`config.mk`:
```
export PLATFORM = sky130hd
export DESIGN_NAME = gencon
export DESIGN_NICKNAME = d
export VERILOG_FILES = /design/src/rtl/gencon_defs.sv /design/src/rtl/gencon.sv
export SDC_FILE = /design/constraint.sdc
export NUM_CORES = 1
export LEC_CHECK = 0
export ABC_AREA = 1
export CAP_MARGIN = 20
export CELL_PAD_IN_SITES_DETAIL_PLACEMENT = 0
export CELL_PAD_IN_SITES_GLOBAL_PLACEMENT = 1
export CORE_ASPECT_RATIO = 0.9
export CORE_MARGIN = 2
export CORE_UTILIZATION = 25
export CTS_CLUSTER_DIAMETER = 150
export DETAILED_ROUTE_END_ITERATION = 7
export DONT_BUFFER_PORTS = 1
export PLACE_DENSITY = 0.57
export SLEW_MARGIN = 20
export SYNTH_ARGS = -nofsm -noshare
export SYNTH_HDL_FRONTEND = slang
export SYNTH_SLANG_ARGS = --single-unit
```
`constraint.sdc`:
```
create_clock -name clk -period 5.3 [get_ports clk]
set_input_delay 1.59 -clock clk [delete_from_list [all_inputs] [get_ports clk]]
set_output_delay 1.59 -clock clk [all_outputs]
set_load 0.1 [all_outputs]
```
`src/rtl/gencon_defs.sv`:
```
// gencon shared definitions: controller state encoding.
// Latency: n/a (types only).
// Backpressure: n/a.
package gencon_defs;

  typedef enum logic [2:0] {
    SEND_MULT_OP1_START = 3'd0,
    MULT_OP1            = 3'd1,
    SEND_MULT_OP2_START = 3'd2,
    MULT_OP2            = 3'd3,
    SEND_MULT_RES_START = 3'd4,
    MULT_RES            = 3'd5,
    RESULT              = 3'd6
  } state_t;

endpackage

```
`src/rtl/gencon.sv`:
```
// gencon: keypad calculator controller (add/sub/mul, mod 2^WIDTH) with one shared shift-add multiplier.
// Latency: a digit takes 16 cycles to fold in; add/sub results 1 cycle after equals, multiply 18 cycles.
// Backpressure: none; digit strobes are only taken in the START states, others are dropped.
//
// Ports:
//   clk, nRST          - clock (rising edge) and asynchronous active-low reset
//   keypad_input[3:0]  - decimal digit, sampled when read_input is high (values >9 ignored)
//   read_input         - digit strobe
//   operator_input[2:0]- one-hot operator level: 001 add, 010 sub, 100 mul
//   equal_input        - equals level
//   complete           - high once the result is shown
//   display_output     - registered sign-magnitude view of the current operand/result
//   tb_current_state   - current FSM state for debug
module gencon
  import gencon_defs::*;
#(
  parameter int WIDTH = 16
) (
  input  logic             clk,
  input  logic             nRST,
  input  logic [3:0]       keypad_input,
  input  logic             read_input,
  input  logic [2:0]       operator_input,
  input  logic             equal_input,
  output logic             complete,
  output logic [WIDTH-1:0] display_output,
  output state_t           tb_current_state
);

  localparam int CW = $clog2(WIDTH) + 1;

  localparam logic [2:0] OP_ADD = 3'b001;
  localparam logic [2:0] OP_SUB = 3'b010;
  localparam logic [2:0] OP_MUL = 3'b100;

  state_t           state_q,   state_d;
  logic [WIDTH-1:0] op1_q,     op1_d;
  logic [WIDTH-1:0] op2_q,     op2_d;
  logic [2:0]       oper_q,    oper_d;
  logic [WIDTH-1:0] result_q,  result_d;
  logic [3:0]       digit_q,   digit_d;
  logic [WIDTH-1:0] mul_a_q,   mul_a_d;
  logic [WIDTH-1:0] mul_b_q,   mul_b_d;
  logic [WIDTH-1:0] acc_q,     acc_d;
  logic [CW-1:0]    cnt_q,     cnt_d;
  logic             complete_q, complete_d;
  logic [WIDTH-1:0] display_q, display_d;

  logic [WIDTH-1:0] step_acc;
  logic [WIDTH-1:0] digit_ext;
  logic [WIDTH-1:0] show_val;
  logic             digit_ok;
  logic             last_step;

  // Sign-magnitude: magnitude is |v| truncated to WIDTH-1 bits, so the most
  // negative value shows as sign=1, magnitude=0.
  function automatic logic [WIDTH-1:0] sign_mag(input logic [WIDTH-1:0] v);
    logic [WIDTH-2:0] low;
    low = v[WIDTH-1] ? (~v[WIDTH-2:0] + {{(WIDTH-2){1'b0}}, 1'b1}) : v[WIDTH-2:0];
    return {v[WIDTH-1], low};
  endfunction

  always_comb begin
    state_d    = state_q;
    op1_d      = op1_q;
    op2_d      = op2_q;
    oper_d     = oper_q;
    result_d   = result_q;
    digit_d    = digit_q;
    mul_a_d    = mul_a_q;
    mul_b_d    = mul_b_q;
    acc_d      = acc_q;
    cnt_d      = cnt_q;

    digit_ok   = read_input && (keypad_input <= 4'd9);
    digit_ext  = {{(WIDTH-4){1'b0}}, digit_q};
    step_acc   = acc_q + (mul_b_q[0] ? mul_a_q : '0);
    last_step  = (cnt_q == CW'(WIDTH-1));

    // All three multiply states advance the shared shift-add datapath.
    if (state_q == MULT_OP1 || state_q == MULT_OP2 || state_q == MULT_RES) begin
      acc_d   = step_acc;
      mul_a_d = mul_a_q << 1;
      mul_b_d = mul_b_q >> 1;
      cnt_d   = cnt_q + CW'(1);
    end

    case (state_q)
      SEND_MULT_OP1_START: begin
        if (digit_ok) begin
          digit_d = keypad_input;
          mul_a_d = op1_q;
          mul_b_d = WIDTH'(10);
          acc_d   = '0;
          cnt_d   = '0;
          state_d = MULT_OP1;
        end else if (!read_input && $onehot(operator_input)) begin
          oper_d  = operator_input;
          state_d = SEND_MULT_OP2_START;
        end
      end

      MULT_OP1: begin
        if (last_step) begin
          op1_d   = step_acc + digit_ext;
          state_d = SEND_MULT_OP1_START;
        end
      end

      SEND_MULT_OP2_START: begin
        if (digit_ok) begin
          digit_d = keypad_input;
          mul_a_d = op2_q;
          mul_b_d = WIDTH'(10);
          acc_d   = '0;
          cnt_d   = '0;
          state_d = MULT_OP2;
        end else if (equal_input) begin
          case (oper_q)
            OP_ADD: begin
              result_d = op1_q + op2_q;
              state_d  = RESULT;
            end
            OP_SUB: begin
              result_d = op1_q - op2_q;
              state_d  = RESULT;
            end
            OP_MUL: begin
              mul_a_d  = op1_q;
              mul_b_d  = op2_q;
              acc_d    = '0;
              cnt_d    = '0;
              state_d  = SEND_MULT_RES_START;
            end
            default: state_d = state_q;
          endcase
        end
      end

      MULT_OP2: begin
        if (last_step) begin
          op2_d   = step_acc + digit_ext;
          state_d = SEND_MULT_OP2_START;
        end
      end

      SEND_MULT_RES_START: state_d = MULT_RES;

      MULT_RES: begin
        if (last_step) begin
          result_d = step_acc;
          state_d  = RESULT;
        end
      end

      RESULT:  state_d = RESULT;

      default: state_d = SEND_MULT_OP1_START;
    endcase

    // Display and completion follow the next state so they line up with it.
    case (state_d)
      SEND_MULT_OP1_START, MULT_OP1: show_val = op1_d;
      RESULT:                        show_val = result_d;
      default:                       show_val = op2_d;
    endcase
    display_d  = sign_mag(show_val);
    complete_d = (state_d == RESULT);
  end

  always_ff @(posedge clk or negedge nRST) begin
    if (!nRST) begin
      state_q    <= SEND_MULT_OP1_START;
      op1_q      <= '0;
      op2_q      <= '0;
      oper_q     <= '0;
      result_q   <= '0;
      digit_q    <= '0;
      mul_a_q    <= '0;
      mul_b_q    <= '0;
      acc_q      <= '0;
      cnt_q      <= '0;
      complete_q <= 1'b0;
      display_q  <= '0;
    end else begin
      state_q    <= state_d;
      op1_q      <= op1_d;
      op2_q      <= op2_d;
      oper_q     <= oper_d;
      result_q   <= result_d;
      digit_q    <= digit_d;
      mul_a_q    <= mul_a_d;
      mul_b_q    <= mul_b_d;
      acc_q      <= acc_d;
      cnt_q      <= cnt_d;
      complete_q <= complete_d;
      display_q  <= display_d;
    end
  end

  assign complete         = complete_q;
  assign display_output   = display_q;
  assign tb_current_state = state_q;

endmodule

```
==> qor.yml, run 1 <==
dp_slack_ns: 0.6637
cts_setup_buffers: 0
hp-class: "flip-flop to flip-flop"
synth_common_cells: "411 x nand2_1, 217 x inv_1, 128 x dfrtp_1"
drtIter0Drc: 568
rsz0062_at_grt: "false"
r2r-end: "display_output[13]"
grt_pass1_vias: 8654
num_rows: 67
critical_path.max_fanout: 17
start_util: 0.2525
tightest_slew_ns: 0.9150
critPathKind: "flip-flop to flip-flop"
r2r-start: "mul_b_q[0]"
crit_path_end_kind: "flip-flop"
cts_tree: "yes"
drive_gt1_frac: 0.06715
ios: 31
ys_seq_area_frac: 0.3417
required_ns: 5.63
synth_nets: 1425
drt-total-wl_um: 31710
critPathMostFrequentCell: "nand2_1"
tns_ns: 0
clkSlewWorstSetupHoldPaths_ns: 0.07
critPathSlowestCell: "dfrtp_1"
die_h_um: 187.7
grt_use_total: 0.1685
period_share: 0.8736
ys_warn_count: 0
fin_skew_ns: 0.01779
slew_headroom: 0.3904
final_hold_viol_count: 0
syn_to_final_growth_pct: 12.97
ff2ff_setup_slack_ns: 0.67
numCtsBuffers: 17
avgViaCountPerCell: 4.690
grt_overflow: 0
antenna_cells: 0
drv_cap: 0
synth_seq_cells: 128
status: "completed"
clock_sinks: 128
insertion_delay_ns: 0.44
synth.top_cell.area_share: 0.3417
core-area_um2: 37140
drtPass1Iterations: 5
clock_path_buffers: 2
startpoint: "mul_b_q[0]"
crit_arrival_ns: 4.96
synth_edf_count: 0
ys_top_cells_by_area: "dfrtp_1 34%, nand2_1 16%, inv_1 8.7%"
final_cell_area_um2: 10590
chipWidth_um: 208.1
post-synth-top-count-cell: "nand2_1"
nets: 1425
setup_viol_count_final: 0
hold_buffers: 0
final_core_util: 0.2852
async_flop_share: 1.000
grt_pass1_wl_um: 50400
drv_slew: 0
hp-start: "cnt_q[0]"
finalWorstSetupSlack_ns: 0.6699
cp-start-kind: "flip-flop"
cts_htree_levels: 4
ant_nets: 0
synth_ff_type: "dfrtp_1"
cts-resized-gates: 0
place_hpwl_um: 24780
wl_per_cell_um: 16.97
finalWeightedCongestion: 0.8371
post-route-drc-count: 0
die-area_um2: 39070
avgSynthCellArea_um2: 6.833
critPathMaxStageDelay_ns: 0.57
postSynthCellCount: 1372
fin_crit_ns: 4.630
ys_types: 51
cts.root.buffer_cell: "clkbuf_16"
num_vias: 8760
portBuffers: 0
dpl_cell_area_um2: 9956
crit_path_end: "display_output[13]"
synth_area_leader_cell: "dfrtp_1"
r2r_cells: 27
syn_area_um2: 9375
grt_max_degree: 129
antenna_found_initial: 0
fmax_ghz: 0.2160
flip-flops by register name, indices dropped and copies added, names as in the netlist:
register,count
digit_q,4
display_output,16
mul_a_q,16
result_q,16
mul_b_q,16
oper_q,3
cnt_q,5
op2_q,16
op1_q,16
complete,1
acc_q,16
tb_current_state,3
critical path, delay by kind of cell, from the launching register on:
family | cells | cell delay (ns)
AND/OR/NAND/NOR | 16 | 1.65
adder cells (fa/ha/maj) | 3 | 1.11
buffers and inverters | 7 | 0.99
flip-flops | 1 | 0.57
XOR/XNOR | 1 | 0.20
area by class of cell:
class                      instances  area (um2)
multi-input combinational        985        5184
inverter                         224       844.6
tap                              483       604.3
timing repair buffer              16       120.1
clock inverter                    15       210.2
fill                            4147       26550
clock buffer                      17       425.4
sequential                       128        3203
stage by stage:
stage	instances	hold slack (ns)
after floorplan	1372	0.4616
after global placement	1836	0.4981
after detailed placement	1836	0.5013
after CTS	1868	0.5151
after global routing	1868	0.5415
final	1868	0.5097
worst min-delay path by stage:
stage / endpoint / slack (ns) / cells after the start
floorplan: cnt_q[0] / 0.46 / 1
global placement: mul_b_q[15] / 0.50 / 2
detailed placement: cnt_q[0] / 0.50 / 1
CTS: cnt_q[0] / 0.52 / 1
global route: cnt_q[0] / 0.54 / 1
finish: cnt_q[0] / 0.51 / 1
placed cells by master (no fill, tap or decap), drive strengths merged, types with 2 or more instances in the layout:
cell	n
nand2	420
inv	224
nor2	132
nand3	130
dfrtp	128
o21ai	54
a21oi	48
ha	38
xor2	27
o211ai	19
clkbuf	17
nor3	17
buf	16
o32ai	13
nand4	12
o221ai	9
clkinv	9
o2111ai	6
o31ai	6
o21bai	6
xnor2	5
a22oi	5
or2	5
mux2i	4
nand3b	4
mux2	4
fa	4
bufinv	4
a21boi	4
and2	3
and3	2
a21o	2
o22ai	2
a211oi	2
clkinvlp	2
metal layers:
metal  vias up  track usage  share of wire
met5         -            0              0
met4         0      0.03929          0.014
met3        27      0.02512          0.034
met2       177       0.2728           0.45
met1      4149       0.2363           0.50
li1       4407            -              -
cells by family (layout without fill, tap and decap cells):
| family | after synthesis | count (layout) | synth area share |
|---|---|---|---|
| compound gates | 177 | 177 | 0.1184 |
| xor+xnor | 32 | 32 | 0.02989 |
| fa+ha+maj | 42 | 42 | 0.05926 |
| buf+inv | 259 | 272 | 0.1066 |
| flops | 128 | 128 | 0.3417 |
| mux | 8 | 8 | 0.009075 |
| simple gates | 726 | 726 | 0.3351 |
Power of run 1 is not shown: default switching activity piles up to over one toggle a cycle in this logic, so the estimate is an artifact.
==> run 2, diff against run 1 <==
==> constraint.sdc (replaced) <==
create_clock -name clk -period 5.82 [get_ports clk]
set_input_delay 1.746 -clock clk [delete_from_list [all_inputs] [get_ports clk]]
set_output_delay 1.746 -clock clk [all_outputs]
set_load 0.1 [all_outputs]
==> run 2 against run 1 <==
Compared with the run above: setup slack gained 0.56 ns; critical path depth is 2 higher; fmax rose by 0.86%; non-clock buffer count did not move; die area did not move; flip-flop and latch count did not move; register-to-register slack gained 0.56 ns; wire length about the same; count of clock-buffer cells in the layout is the same; via count shrank 0.56%; utilization down 0.14 points; global-route usage barely moved; critical path type unchanged.
==> qor.yml, run 2 (synthesized netlist as in run 1, its figures left out) <==
chipWidth_um: 208.1
cts.root.buffer_cell: "clkbuf_16"
cp-start-kind: "flip-flop"
critical_path.max_fanout: 17
antenna_found_initial: 0
grt_pass1_vias: 8886
status: "completed"
drv_slew: 0
final_cell_mix: "411 x nand2_1, 216 x inv_1, 128 x dfrtp_1"
tns_ns: 0
drtPass1Iterations: 5
period_share: 0.7887
drv_cap: 0
post-route-drc-count: 0
ant_nets: 0
grt_pass1_wl_um: 50560
final_common_cell: "nand2_1"
clock_sinks: 128
cts_htree_levels: 4
antenna_cells: 0
nets: 1425
crit_arrival_ns: 4.91
cts_tree: "yes"
wl_per_cell_um: 16.96
cts-resized-gates: 0
critPathMostFrequentCell: "nand2_1"
hp-class: "flip-flop to flip-flop"
numCtsBuffers: 17
required_ns: 6.14
ios: 31
slew_headroom: 0.3991
grt_max_degree: 129
start_util: 0.2525
drtIter0Drc: 761
grt_overflow: 0
syn_to_final_growth_pct: 12.42
die_h_um: 187.7
fmax_ghz: 0.2178
avgViaCountPerCell: 4.663
fill_cells: 4113
final_hold_viol_count: 0
critPathSlowestCell: "dfrtp_1"
critPathMaxStageDelay_ns: 0.57
die-area_um2: 39070
fin_skew_ns: 0.008833
drive_gt1_frac: 0.06715
num_rows: 67
setup_viol_count_final: 0
insertion_delay_ns: 0.43
place_hpwl_um: 24750
drt-total-wl_um: 31690
finalWeightedCongestion: 0.8222
fin_crit_ns: 4.590
clock_path_buffers: 2
hold_buffers: 0
crit_path_end_kind: "flip-flop"
portBuffers: 0
num_vias: 8711
clkSlewWorstSetupHoldPaths_ns: 0.06
cts_setup_buffers: 0
core-area_um2: 37140
critPathKind: "flip-flop to flip-flop"
tightest_slew_ns: 0.9004
grt_use_total: 0.1681
rsz0062_at_grt: "false"
## run 2: changes by cell type in the layout (fill, tap and decap cells not counted)
cell,before,now
clkinv_2,2,4
bufinv_16,4,2
inv_6,2,4
clkinvlp_4,2,3
clkinv_4,6,3
## run 2: path summary, 6_finish.rpt
kind / start / end / slack, ns / depth (start not counted)
max: mul_b_q[0] / display_output[14] / 1.23 / 29
min: cnt_q[0] / cnt_q[0] / 0.51 / 1
max reg2reg: mul_b_q[0] / display_output[14] / 1.23 / 29
min reg2reg: cnt_q[0] / cnt_q[0] / 0.51 / 1
max in group asynchronous: nRST / mul_b_q[13] / 4.57 / 0
min in group asynchronous: nRST / op1_q[1] / 1.01 / 0
## run 2: per-layer routing
metal  global-route usage  share of wire  up-vias
li1                     -              -     4397
met1               0.2327           0.49     4125
met2               0.2727           0.46      164
met3              0.02579          0.040       25
met4              0.04538          0.019        0
met5                    0              0        -
## run 2: critical path: cells and delay by family (launching register included)
kind | cells | cell delay [ns]
xor gates and xnor gates | 1 | 0.20
adders and majority gates | 3 | 1.09
buffers and inverters | 5 | 0.49
DFF | 1 | 0.57
and+or+nand+nor | 20 | 2.12
## run 2: final cells by class
class                           count  area [um2]  share of cell area
Multi-Input combinational cell    985        5184              0.4918
Sequential cell                   128        3203              0.3039
Inverter                          224       844.6             0.08013
Tap cell                          483       604.3             0.05734
Clock buffer                       17       425.4             0.04036
Clock inverter                     15       158.9             0.01508
Timing Repair Buffer               16       120.1             0.01140
## run 2: per-stage QoR
step	setup slack [ns]	std cells	cell area, um2	util	hold slack [ns]
2_1_floorplan	1.458	1372	9375	-	0.4616
3_3_place_gp	0.9020	1836	9956	0.2681	0.4971
3_5_place_dp	0.8517	1836	9956	0.2681	0.4980
4_1_cts	1.161	1868	10540	0.2838	0.5126
5_1_grt	0.6381	1868	10540	0.2838	0.5550
6_report	1.230	1868	10540	0.2838	0.5095
Power of run 2 is left out for the same reason.
